**src/rtl/addsub_iter_unit.sv**
```systemverilog
// addsub_iter_unit: multi-cycle add/subtract unit. It processes WIDTH-bit
// operands CHUNK bits per cycle, least-significant chunk first. A carry
// register (creg) chains ADC/SBC across operations, and the result and the
// {P,C,Z,V} flags are registered when the last chunk completes.
module addsub_iter_unit #(
  parameter int WIDTH = 8,
  parameter int CHUNK = 4
) (
  input  logic             clk,
  input  logic             rst,
  input  logic             start,
  input  logic [1:0]       op,
  input  logic [WIDTH-1:0] a,
  input  logic [WIDTH-1:0] b,
  output logic             busy,
  output logic             done,
  output logic [WIDTH-1:0] result,
  output logic [3:0]       flags
);

  localparam int N  = WIDTH / CHUNK;
  localparam int KW = (N > 1) ? $clog2(N) : 1;
  localparam logic [KW-1:0] K_LAST = KW'(N - 1);

  typedef enum logic {IDLE, BUSY} state_t;

  state_t           state, state_next;
  logic [KW-1:0]    k;
  logic [WIDTH-1:0] a_q, b_q, acc;
  logic             carry, creg;
  logic             accept, last, cin;
  logic [CHUNK:0]   chunk_sum;
  logic [WIDTH+CHUNK-1:0] acc_cat;
  logic [WIDTH-1:0] acc_next;
  logic             v_next;

  // State register.
  // NOTE: sequential state uses non-blocking (<=) so every flop samples
  // pre-edge values, independent of the order the blocks are evaluated in.
  always_ff @(posedge clk or posedge rst) begin
    if (rst) state <= IDLE;
    else     state <= state_next;
  end

  // Next-state logic: leave IDLE on start, return after the final chunk.
  // NOTE: assigning a default first keeps every path covered, so no latch
  // is inferred.
  always_comb begin
    state_next = state;
    case (state)
      IDLE: if (start)       state_next = BUSY;
      BUSY: if (k == K_LAST) state_next = IDLE;
      default:               state_next = IDLE;
    endcase
  end

  // Output/control decode from the current state.
  always_comb begin
    busy   = (state == BUSY);
    accept = (state == IDLE) && start;
    last   = (state == BUSY) && (k == K_LAST);
  end

  // Carry-in select: ADD=0, SUB=1, ADC/SBC take the stored carry.
  always_comb begin
    case (op)
      2'b00:   cin = 1'b0;
      2'b01:   cin = 1'b1;
      default: cin = creg;
    endcase
  end

  // Chunk adder. The operand registers shift right each cycle, so the
  // current chunk is always in their low bits. The sum chunk enters the
  // accumulator from the top, so the full result has settled after N steps.
  always_comb begin
    chunk_sum = {1'b0, a_q[CHUNK-1:0]} + {1'b0, b_q[CHUNK-1:0]}
              + {{CHUNK{1'b0}}, carry};
    acc_cat   = {chunk_sum[CHUNK-1:0], acc} >> CHUNK;
    acc_next  = acc_cat[WIDTH-1:0];
    // On the final chunk the low bits of a_q/b_q hold the original MSBs.
    v_next    = (a_q[CHUNK-1] == b_q[CHUNK-1]) &&
                (acc_next[WIDTH-1] != a_q[CHUNK-1]);
  end

  // Datapath: capture operands on accept, step one chunk per busy cycle,
  // and publish the result, flags and carry on the last chunk.
  always_ff @(posedge clk or posedge rst) begin
    if (rst) begin
      k      <= '0;
      a_q    <= '0;
      b_q    <= '0;
      acc    <= '0;
      carry  <= 1'b0;
      creg   <= 1'b0;
      done   <= 1'b0;
      result <= '0;
      flags  <= 4'b0000;
    end else begin
      done <= 1'b0;
      if (accept) begin
        a_q   <= a;
        b_q   <= op[0] ? ~b : b;
        carry <= cin;
        k     <= '0;
      end else if (busy) begin
        a_q   <= a_q >> CHUNK;
        b_q   <= b_q >> CHUNK;
        carry <= chunk_sum[CHUNK];
        acc   <= acc_next;
        k     <= k + KW'(1);
        if (last) begin
          result <= acc_next;
          flags  <= {^acc_next, chunk_sum[CHUNK], ~|acc_next, v_next};
          creg   <= chunk_sum[CHUNK];
          done   <= 1'b1;
        end
      end
    end
  end

endmodule

```
**config.mk**
```make
export PLATFORM = sky130hd
export DESIGN_NAME = addsub_iter_unit
export DESIGN_NICKNAME = d
export VERILOG_FILES = /design/src/rtl/addsub_iter_unit.sv
export SDC_FILE = /design/constraint.sdc
export NUM_CORES = 1
export LEC_CHECK = 0
export CAP_MARGIN = 5
export CORE_MARGIN = 5
export CORE_UTILIZATION = 29
export DETAILED_ROUTE_END_ITERATION = 8
export SYNTH_ARGS = -nofsm -noshare
export SYNTH_HDL_FRONTEND = slang
export SYNTH_SLANG_ARGS = --single-unit
export TNS_END_PERCENT = 100
```
**constraint.sdc**
```tcl
create_clock -name clk -period 3.5 [get_ports clk]
set_clock_uncertainty 0.05 [all_clocks]
set_input_delay 0.7 -clock clk [delete_from_list [all_inputs] [get_ports clk]]
set_output_delay 0.7 -clock clk [all_outputs]
set_load 0.005 [all_outputs]
```
# Word level (Yosys, flattened, before mapping)
# Cells that the tools add are included.
dict set report word_totals {
  out_inout_bits 14
  register_bits 41
  elab_cells 45
  inputBits 21
}
dict set report op_classes {
  bitwise_logic 3
  n_reduce_logical 10
  n_eq_ne 3
  muxes 16
  n_addsub 3
}
# cell n
set op_table {}
lappend op_table {{$mux W8} 5}
lappend op_table {{$mux W1} 9}
lappend op_table {{$not A8 Y8} 1}
lappend op_table {{$reduce_or A8 Y1} 1}
lappend op_table {{$reduce_xor A8 Y1} 1}
lappend op_table {{$add A4 B4 Y5} 1}
lappend op_table {{$add A5 B1 Y5} 1}
lappend op_table {{$pmux W1 S2} 2}
lappend op_table {{$logic_and A1 B1 Y1} 3}
lappend op_table {{$reduce_and A3 Y1} 1}
lappend op_table {{$eq A2 B1 Y1 const B} 1}
lappend op_table {{$logic_not A2 Y1} 1}
lappend op_table {{$not A1 Y1} 2}
lappend op_table {{$reduce_and A2 Y1} 1}
lappend op_table {{$reduce_bool A2 Y1} 1}
lappend op_table {{$add A1 B1 Y1 const B} 1}
lappend op_table {{$eq A1 B1 Y1} 1}
lappend op_table {{$logic_not A1 Y1} 1}
lappend op_table {{$ne A1 B1 Y1} 1}

# Depth between registers and ports, before layout
dict set report depth {
  ltp_word 4
  ltp_mapped 8
  mapped_depth_nobuf 8
}

# Worst setup path after synthesis
# Ideal clock, no wire load.
dict set report synth_path {
  path_kind {register to register}
  start {register a_q[0]}
  end {register flags[3]}
  synth_period_minus_slack_ns 2.515
  setup_ns 0.076
  arrival_time_ns 2.388
  setup_slack_ns 0.985
  path_buffers 0
  path_stages_with_launch 9
  required_ns 3.374
  path_cell_list {dfrtp_1 > inv_1 > fa_1 > fa_1 > ha_1 > xnor3_1 > xnor2_1 > xnor3_1 > o21ai_1}
}
dict set report synth_via {
  elab_chain_cells 3
}
# element line
set synth_rtl {}
lappend synth_rtl {{from (decl)} 29} ;# logic [WIDTH-1:0] a_q, b_q, acc;
lappend synth_rtl {{from (signal assigned)} 107} ;# a_q <= a_q >> CHUNK;
lappend synth_rtl {{$add A4 B4 Y5} 77} ;# chunk_sum = {1'b0, a_q[CHUNK-1:0]} + {1'b0, b_q[CHUNK-1:0]}
lappend synth_rtl {{$add A5 B1 Y5} 78} ;# + {{CHUNK{1'b0}}, carry};
lappend synth_rtl {{$reduce_xor A8 Y1} 114} ;# flags <= {^acc_next, chunk_sum[CHUNK], ~|acc_next, v_next};
lappend synth_rtl {{to (signal assigned)} 114}
lappend synth_rtl {{to (decl)} 18} ;# output logic [3:0] flags
# Every way passes these cells.
# A chain may end at the register's enable or synchronous reset.

# Worst setup path after layout
# Ends and elaborated chain as after synthesis.

==> results.md <==
* Placed Cells at 273
* Critical path class: flip-flop to flip-flop
* Min cycle time layout at 2.677 ns
* Worst setup EP type: flip-flop
* Sw Ratio at 35.37%
* Status: completed
* Reg2reg setup slack at 0.82 ns
* Mapped Cells at 172
* Peak VDD IR at 0.4545 mV
* GPL Wtd Cong at 0.8228
* Part of the cycle the worst path needs at 76.48%
* Synthesized flop and latch total at 36
* Final Hold Fails at 0
* Yosys warns at 0
* M3 GR Usage at 2.540%
* CTS Buffer Depth at 2
* Reg2reg path depth at 8
* Internal Power at 1.383 mW
* Top post-synthesis cells by count: 36 x dfrtp_1, 24 x nand2_1, 19 x o21ai_0, 16 x nor2_1, 12 x inv_1
* Pwr dens at 947.8 nW/um2
* H-Tree Depth at 2
* Initial antenna violation count at 0
* Leakage dissipation at 1.024 nW
* HP Start: result[2]
* CTS Sinks at 36
* M1 GR Usage at 12.73%
* Post-synth EDFFs at 0
* Top post-synthesis cells by area: dfrtp_1 51%, o21ai_0 5.4%, mux2i_1 5.1%
* Final Power at 2.140 mW
* Number of port buffers at 34
* Top_reg_cell synth: dfrtp_1
* Layout cells sized above 1 at 6.311%
* Slew at the pin closest to its max-slew limit at 0.5926 ns
* Area after DPL at 2168 um2
* Critical path endpoint: flags[3]
* DRT iter0 DRCs at 40
* Io pins at 35
* Fin util at 38.14%
* Post-synth top area cell: dfrtp_1
* Drt first pass iters at 6
* Root Driver: clkbuf_8
* Post-DP HPWL at 2588 um
* Sequential area share after synthesis at 51.06%
* Clock power frac at 13.9%
* First-pass GRT wire length at 5851 um
* Ys async rst share at 100.0%
* Worst Setup Start Kind: flip-flop
* Post-Layout Cell Count at 281
* N_diodes at 0
* Count of cell types in the netlist at 27
* Synthesized area per cell at 10.26 um2
* Count leader, synth: dfrtp_1
* Final hold slack at 0.4243 ns
* TNS Setup at 0 ns
* RSZ-0062 raised after global routing: no
* Via/cell ratio at 4.370
* Tightest Hold Check Type: flip-flop to flip-flop
* Die width at 88.00 um
* # resized after CTS at 0
* Initial Utilization at 29.80%
* Sw Pwr at 0.7571 mW
* GRT Max-Usage Layer: met2
* CTS Buf Count at 5
* Slew Limit Fails at 0
* Critical Path Fanout Max at 3
* Reg power frac at 33.8%
* Die ar. at 7743 um2
* Wire length per cell at 12.19 um
* Fin area at 2258 um2
* GRT overflow at 0
* Synth-to-layout area growth at 28.01%
* Total global-route track usage at 10.00%
* Setup slack after layout at 0.8234 ns
* Residual DRC at 0
* Detail Route Antenna Nets at 0
* Combinational Power Share at 52.3%
* Fmax at 373.6 MHz
* Final #Nets at 234
* CORE AREA at 5921 um2
* RR Startpoint: a_q[0]
* Hold buffers post-CTS at 0
* TritonCTS clock tree: built
* Clock transition at path regs at 0.06 ns
* Max-Cap Viols at 0
* Post-Syn Area at 1764 um2
* Number of global-route vias before repair at 1243
* Fillers at 604
* Drt total wl at 3426 um
* Multi-input logic area at 765.7 um2
* Req. time, crit path at 3.65 ns
* Worst-Skew Late Latency at 0.29 ns
* Total vias in the final route at 1228
* Met2 usage at 16.16%
* Rows at 28
* Worst EP arrival at 2.83 ns
* Worst r2r dst: flags[3]
* Post-CTS setup buffers at 0
* Die H at 88.00 um
* Critical Path Start: a_q[0]
* Dpl ws at 0.8020 ns
* Post-synth top area share at 51.06%
* Synthesized Nets at 201
* Count of final setup violators at 0
* Pin count of the biggest net entering global routing at 37
* FF+latch area at 900.9 um2
* Relative slew slack at 60.39%
sequential cells by signal, indices dropped and copies added, names as in the netlist:
| name | cells |
|---|---|
| busy | 1 |
| done | 1 |
| a_q | 8 |
| acc | 4 |
| b_q | 8 |
| result | 8 |
| k | 1 |
| carry | 1 |
| flags | 4 |
cells in the final DEF, fill, tap and decap left out, drive strengths merged, types with 8 or more instances in the layout:
master          n
a21oi           8
clkbuf          8
clkdlybuf4s50  34
dfrtp          36
inv            12
mux2i           9
nand2          24
nor2           16
o21ai          20
xnor2          11
worst min-delay path by stage:
stage	end	cells past startpoint
floorplan	a_q[0]	2
global placement	flags[1]	2
detailed placement	flags[1]	2
CTS	flags[1]	2
global route	result[3]	2
finish	result[2]	2
cells by family (layout without fill, tap and decap cells):
| group | count (synthesis) | after routing | share of synthesized area [%] |
|---|---|---|---|
| muxes | 12 | 12 | 7.021 |
| and+or+nand+nor | 44 | 44 | 9.930 |
| adders and majority gates | 8 | 8 | 6.525 |
| xor gates and xnor gates | 14 | 14 | 8.936 |
| DFF | 36 | 36 | 51.06 |
| buffers and inverters | 23 | 57 | 5.532 |
| AOI/OAI and AO/OA | 35 | 35 | 10.99 |
critical path: stages (launching register included):
cell,delay [ns]
dfrtp_1,0.35
inv_1,0.06
fa_1,0.45
fa_1,0.49
ha_1,0.32
xnor3_1,0.36
xnor2_1,0.16
xnor3_1,0.22
o21ai_1,0.13
area by class of cell:
class | instances | area share, %
sequential | 36 | 39.89
multi-input combinational | 113 | 33.91
timing repair buffer | 37 | 16.07
tap | 75 | 4.155
clock buffer | 8 | 3.989
inverter | 12 | 1.994
metal layers:
layer	wire length (um)	vias to the layer above
li1	-	630
met1	1630	563
met2	1541	27
met3	187	8
met4	67	0
met5	0	-
power by group through the flow:
stage          sequential, mW  combinational (mW)  clock [mW]
6_report                0.724                1.12       0.297
2_1_floorplan           0.695               0.829           0
3_5_place_dp            0.734                1.14           0
5_1_grt                 0.751                1.27       0.325
4_1_cts                 0.728                1.14       0.305
3_3_place_gp            0.727                1.10           0
Note: power is estimated with default switching activity, not from simulation.
